## config.mk

```make
export PLATFORM = sky130hd
export DESIGN_NAME = hypercpu_alu_arbiter
export DESIGN_NICKNAME = d
export VERILOG_FILES = /design/src/rtl/hypercpu_alu_arbiter.sv
export SDC_FILE = /design/constraint.sdc
export NUM_CORES = 1
export LEC_CHECK = 0
export ABC_CLOCK_PERIOD_IN_PS = 1900
export CAP_MARGIN = 5
export CORE_MARGIN = 2
export CORE_UTILIZATION = 42
export CTS_CLUSTER_SIZE = 30
export DETAILED_ROUTE_END_ITERATION = 10
export PLACE_DENSITY = 0.82
export SETUP_SLACK_MARGIN = 0.02
export SLEW_MARGIN = 20
export SYNTH_ARGS = -nofsm -noshare
export SYNTH_HDL_FRONTEND = slang
export SYNTH_SLANG_ARGS = --single-unit
export TNS_END_PERCENT = 100
```

## constraint.sdc

```tcl
create_clock -name clk -period 1.9 [get_ports clk]
set_input_delay 0.19 -clock clk [delete_from_list [all_inputs] [get_ports clk]]
set_output_delay 0.19 -clock clk [all_outputs]
set_load 0.02 [all_outputs]
```

## src/rtl/hypercpu_alu_arbiter.sv

```systemverilog
// rtl/hypercpu_alu_arbiter.sv - round-robin sequencer sharing one ALU between two requesters
//
// Purpose: arbitrates the execute stage (requester 0) and the address/aux
// unit (requester 1) onto a single combinational ALU. The granted operands
// and opcode are registered into the ALU and held for a per-opcode latency.
// The result is then returned to the granted requester as a one-cycle pulse.
//
// Parameters:
//   MULDIV_CYCLES  hold cycles for mul/div opcodes 4'he/4'hf (legal 1..15)
//
// Ports:
//   clk, rst_n                 clock, asynchronous active-low reset
//   reqN_valid / reqN_ready    request handshake for requester N (0, 1)
//   reqN_op, reqN_a, reqN_b    opcode and operands for requester N
//   rspN_valid, rspN_r         one-cycle result pulse and held result
//   alu_a, alu_b, alu_op       registered ALU inputs
//   alu_r                      ALU result, combinational from alu_*
module hypercpu_alu_arbiter #(
  parameter int MULDIV_CYCLES = 4
) (
  input  logic        clk,
  input  logic        rst_n,
  input  logic        req0_valid,
  output logic        req0_ready,
  input  logic [3:0]  req0_op,
  input  logic [31:0] req0_a,
  input  logic [31:0] req0_b,
  input  logic        req1_valid,
  output logic        req1_ready,
  input  logic [3:0]  req1_op,
  input  logic [31:0] req1_a,
  input  logic [31:0] req1_b,
  output logic        rsp0_valid,
  output logic [31:0] rsp0_r,
  output logic        rsp1_valid,
  output logic [31:0] rsp1_r,
  output logic [31:0] alu_a,
  output logic [31:0] alu_b,
  output logic [3:0]  alu_op,
  input  logic [31:0] alu_r
);

  localparam logic [0:0] ST_IDLE = 1'b0;
  localparam logic [0:0] ST_EXEC = 1'b1;

  // Counter preload for mul/div: the capture edge is L edges after accept,
  // so the counter starts at L-1 and completes when it reaches zero.
  localparam logic [3:0] MD_LOAD = 4'(MULDIV_CYCLES - 1);

  logic [0:0]  state;
  logic        prio;
  logic        owner;
  logic [3:0]  cnt;

  logic        any_valid;
  logic        grant;
  logic        accept;
  logic [3:0]  acc_op;
  logic [31:0] acc_a;
  logic [31:0] acc_b;
  logic        is_muldiv;

  always_comb begin
    any_valid = req0_valid | req1_valid;
    // With both valid the pointer decides; otherwise the lone valid wins.
    grant     = (req0_valid && req1_valid) ? prio : req1_valid;
    // Gated by rst_n so ready reads 0 for the whole reset interval.
    req0_ready = rst_n && (state == ST_IDLE) && any_valid && !grant;
    req1_ready = rst_n && (state == ST_IDLE) && any_valid && grant;
    accept     = req0_ready | req1_ready;
    acc_op     = grant ? req1_op : req0_op;
    acc_a      = grant ? req1_a  : req0_a;
    acc_b      = grant ? req1_b  : req0_b;
    is_muldiv  = (acc_op == 4'he) || (acc_op == 4'hf);
  end

  always_ff @(posedge clk or negedge rst_n) begin
    if (!rst_n) begin
      state      <= ST_IDLE;
      prio       <= 1'b0;
      owner      <= 1'b0;
      cnt        <= 4'd0;
      alu_a      <= 32'd0;
      alu_b      <= 32'd0;
      alu_op     <= 4'd0;
      rsp0_valid <= 1'b0;
      rsp1_valid <= 1'b0;
      rsp0_r     <= 32'd0;
      rsp1_r     <= 32'd0;
    end else begin
      // Response pulses last exactly one cycle.
      rsp0_valid <= 1'b0;
      rsp1_valid <= 1'b0;
      if (state == ST_IDLE) begin
        if (accept) begin
          alu_a  <= acc_a;
          alu_b  <= acc_b;
          alu_op <= acc_op;
          owner  <= grant;
          cnt    <= is_muldiv ? MD_LOAD : 4'd0;
          state  <= ST_EXEC;
        end
      end else begin
        if (cnt != 4'd0) begin
          cnt <= cnt - 4'd1;
        end else begin
          if (owner) begin
            rsp1_r     <= alu_r;
            rsp1_valid <= 1'b1;
          end else begin
            rsp0_r     <= alu_r;
            rsp0_valid <= 1'b1;
          end
          // Pointer moves only on completion, to the requester not served.
          prio  <= ~owner;
          state <= ST_IDLE;
        end
      end
    end
  end

endmodule

```

==> impl_metrics.yaml <==
run_status:
  status: "complete, no violations"
timing:
  relSlewSlack: 0.4424
  hold_viol_final: 0
  rsz0062_at_grt: "false"
  worst_pin_slew_ns: 0.8364
  maxSlewViolCount: 0
  setup_slack_ns: 0.07969
  min_period_ns: 1.820
  setup_viol: 0
  skew_ns: 0.008857
  fin_crit_sh: 0.9581
  fmax_ghz: 0.5494
layout:
  area_delta_synth_final_pct: 58.74
  diodes: 0
  nets: 1040
  drive_gt1_frac: 0.1466
routing:
  ant_nets: 0
  post-route-drc-count: 0
  drt_wl_total_mm: 20.55
  vias: 5886
  dr.pass1.iters: 5
  via_per_inst: 5.395
  first_iter_violations: 316
  wl_per_cell_um: 18.84
worst_setup_path:
  end_kind: "output pin"
  r2r_cells: 7
  crit_required_ns: 1.71
  start_kind: "input pin"
  path_max_fanout: 3
  critical_path_class: "in2out"
  cp.arrival_ns: 1.63
placement:
  port_buffers: 307
  gp_congestion: 0.7991
  dpl.hpwl_mm: 13.91
  place_ws_ns: -0.03927
flow_run:
  maxCapViolCount: 0
yosys:
  ys_warn_count: 0
  async_reset_ff_frac: 1.000
  synth_top_area_frac: 0.5369
  synth_edf_count: 0
  synth_area_leader_cell: "dfrtp_1"
  synth_cell_types: 35
  synth_area_um2: 6571
  synthTopCellsByArea: "dfrtp_1 54%, nand3b_1 7.9%, mux2_4 6.6%, a31oi_1 6.5%, mux2_2 6.2%"
  yosys-top-cells-count: "141 x dfrtp_1, 70 x o21ai_0, 69 x nand3b_1"
  syn-instance-count: 577
  ys.flop_type: "dfrtp_1"
  synth_most_common_cell: "dfrtp_1"
  synth_seq_cells: 141
  synth.avg_cell_area_um2: 11.39
  ys_seq_area_frac: 0.5369
  synthesis.nets: 750
floorplan:
  die_w_um: 129.1
  initial_core_util: 0.4307
  num_rows: 45
  io_pins: 308
  dieHeight_um: 129.1
  die_area_um2: 16660
  core_area_um2: 15260
power_and_ir_drop:
  power_density_nw_per_um2: 1656
  p_total_w: 0.01728
  ir_worst_vdd_uv: 660.0
  leakage_nw: 4.134
worst_hold_path:
  hp-class: "in2reg"
  hold_depth: 4
global_route:
  grt_pass1_wl_mm: 31.27
  antenna_found_initial: 1
  grt_pass1_vias: 5966
  grt_max_degree: 142
  grt_util_all_layers: 0.2432
  grt-ovfl-total: 0
clock_network:
  cts.htree.levels: 4
  clk_latency_ns: 0.42
  cts.sinks: 141
  cts_tree: "done"
  cts_buffer_depth: 2
  cts_inserted_buffers: 17
  post_cts_buffers: 0
  cts-root-buf: "clkbuf_16"
  clk_pin_slew_ns: 0.06
path summary, 6_finish.rpt:
check / to / startpoint / slack, ns
min in group asynchronous: alu_a[28]$_DFFE_PN0P_ / rst_n / 0.47
setup / recovery: req1_ready / rst_n / 0.08
hold / removal: alu_a[23]$_DFFE_PN0P_ / req1_valid / 0.30
hold reg to reg: rsp1_r[22]$_DFFE_PN0P_ / rsp1_r[22]$_DFFE_PN0P_ / 0.50
setup reg to reg: rsp1_r[24]$_DFFE_PN0P_ / cnt[0]$_DFFE_PN0P_ / 0.12
max in group asynchronous: alu_op[1]$_DFFE_PN0P_ / rst_n / 0.74
critical path, stage by stage:
cell	delay [ns]
dlygate4sd3_1	0.58
buf_6	0.13
o21a_2	0.13
nand2_1	0.07
nor3_1	0.14
dlygate4sd2_1	0.38
final cells by class:
type / instances / area (µm²)
Fill cell: 1166 / 4827
Sequential cell: 141 / 3528
Timing Repair Buffer: 331 / 3347
Multi-Input combinational cell: 369 / 2705
Clock buffer: 19 / 442.9
Tap cell: 211 / 264.0
Clock inverter: 13 / 117.6
Inverter: 7 / 26.28
cells in the final DEF (no fill, tap or decap), types with 2 or more instances in the layout:
| master | Yosys | layout |
|---|---|---|
| dlygate4sd2_1 | 0 | 2 |
| mux2_2 | 36 | 36 |
| a21oi_1 | 68 | 68 |
| nor2b_1 | 2 | 2 |
| inv_1 | 6 | 5 |
| nor3_1 | 2 | 2 |
| clkdlybuf4s50_1 | 0 | 303 |
| clkinv_4 | 0 | 2 |
| buf_12 | 3 | 5 |
| a31oi_1 | 68 | 68 |
| clkinvlp_4 | 0 | 5 |
| inv_2 | 1 | 2 |
| dfrtp_1 | 141 | 141 |
| a32oi_1 | 2 | 2 |
| clkinv_2 | 0 | 3 |
| clkbuf_16 | 0 | 19 |
| mux2_4 | 29 | 29 |
| o21ai_0 | 70 | 70 |
| nand3b_1 | 69 | 69 |
| buf_4 | 1 | 16 |
| inv_6 | 0 | 2 |
| a211oi_1 | 2 | 2 |
| nor2_1 | 5 | 4 |
timing repair:
action,CTS,global route
cloned,0,2
gates resized for setup,2,1
hold endpoints to repair,141,0
hold buffers,1,0
pin swaps,0,0
endpoints found under the setup margin,2,15
stage by stage:
stage	area (µm²)	cells	hold slack, ns	utilization	setup TNS [ns]
4_1_cts	10380	1089	0.2809	0.6800	0
2_1_floorplan	6571	577	-0.1056	-	0
5_1_grt	10430	1091	0.3425	0.6836	0
3_3_place_gp	9808	1056	0.4034	0.6428	-0.009858
3_5_place_dp	9808	1056	0.4041	0.6428	-0.03927
6_report	10430	1091	0.3001	0.6836	0
flip-flops by register name (all words and copies together), names as in the netlist:
register / count
rsp0_valid: 1
alu_op: 4
rsp1_r: 32
rsp1_valid: 1
rsp0_r: 32
prio: 1
state: 1
owner: 1
cnt: 4
alu_b: 32
alu_a: 32
layer usage:
metal,GRT usage,up-vias,part of all wire,wire (µm)
li1,-,2723,-,-
met1,0.2912,2871,0.39,8059
met2,0.4012,253,0.49,10110
met3,0.09455,37,0.093,1916
met4,0.08760,2,0.022,454
met5,0,-,0.00078,16
logic make-up (layout without fill, tap and decap cells):
kind of cell,after synthesis,in the layout,synth area share
AO/OA/AOI/OAI,216,216,0.1816
adder cells (fa/ha/maj),1,1,0.001904
buffers and inverters,67,370,0.05388
flip-flops,141,141,0.5369
multiplexers,66,66,0.1295
AND/OR/NAND/NOR,86,86,0.09616
report_power, final:
group          internal, W  total (W)  leakage (nW)  switching, W
Clock              0.00184    0.00314         0.262       0.00130
Sequential         0.00453    0.00540          1.62      0.000879
Combinational      0.00455    0.00874          2.25       0.00419
Total               0.0109     0.0173          4.13       0.00637
Note: power is estimated with default switching activity, not from simulation.
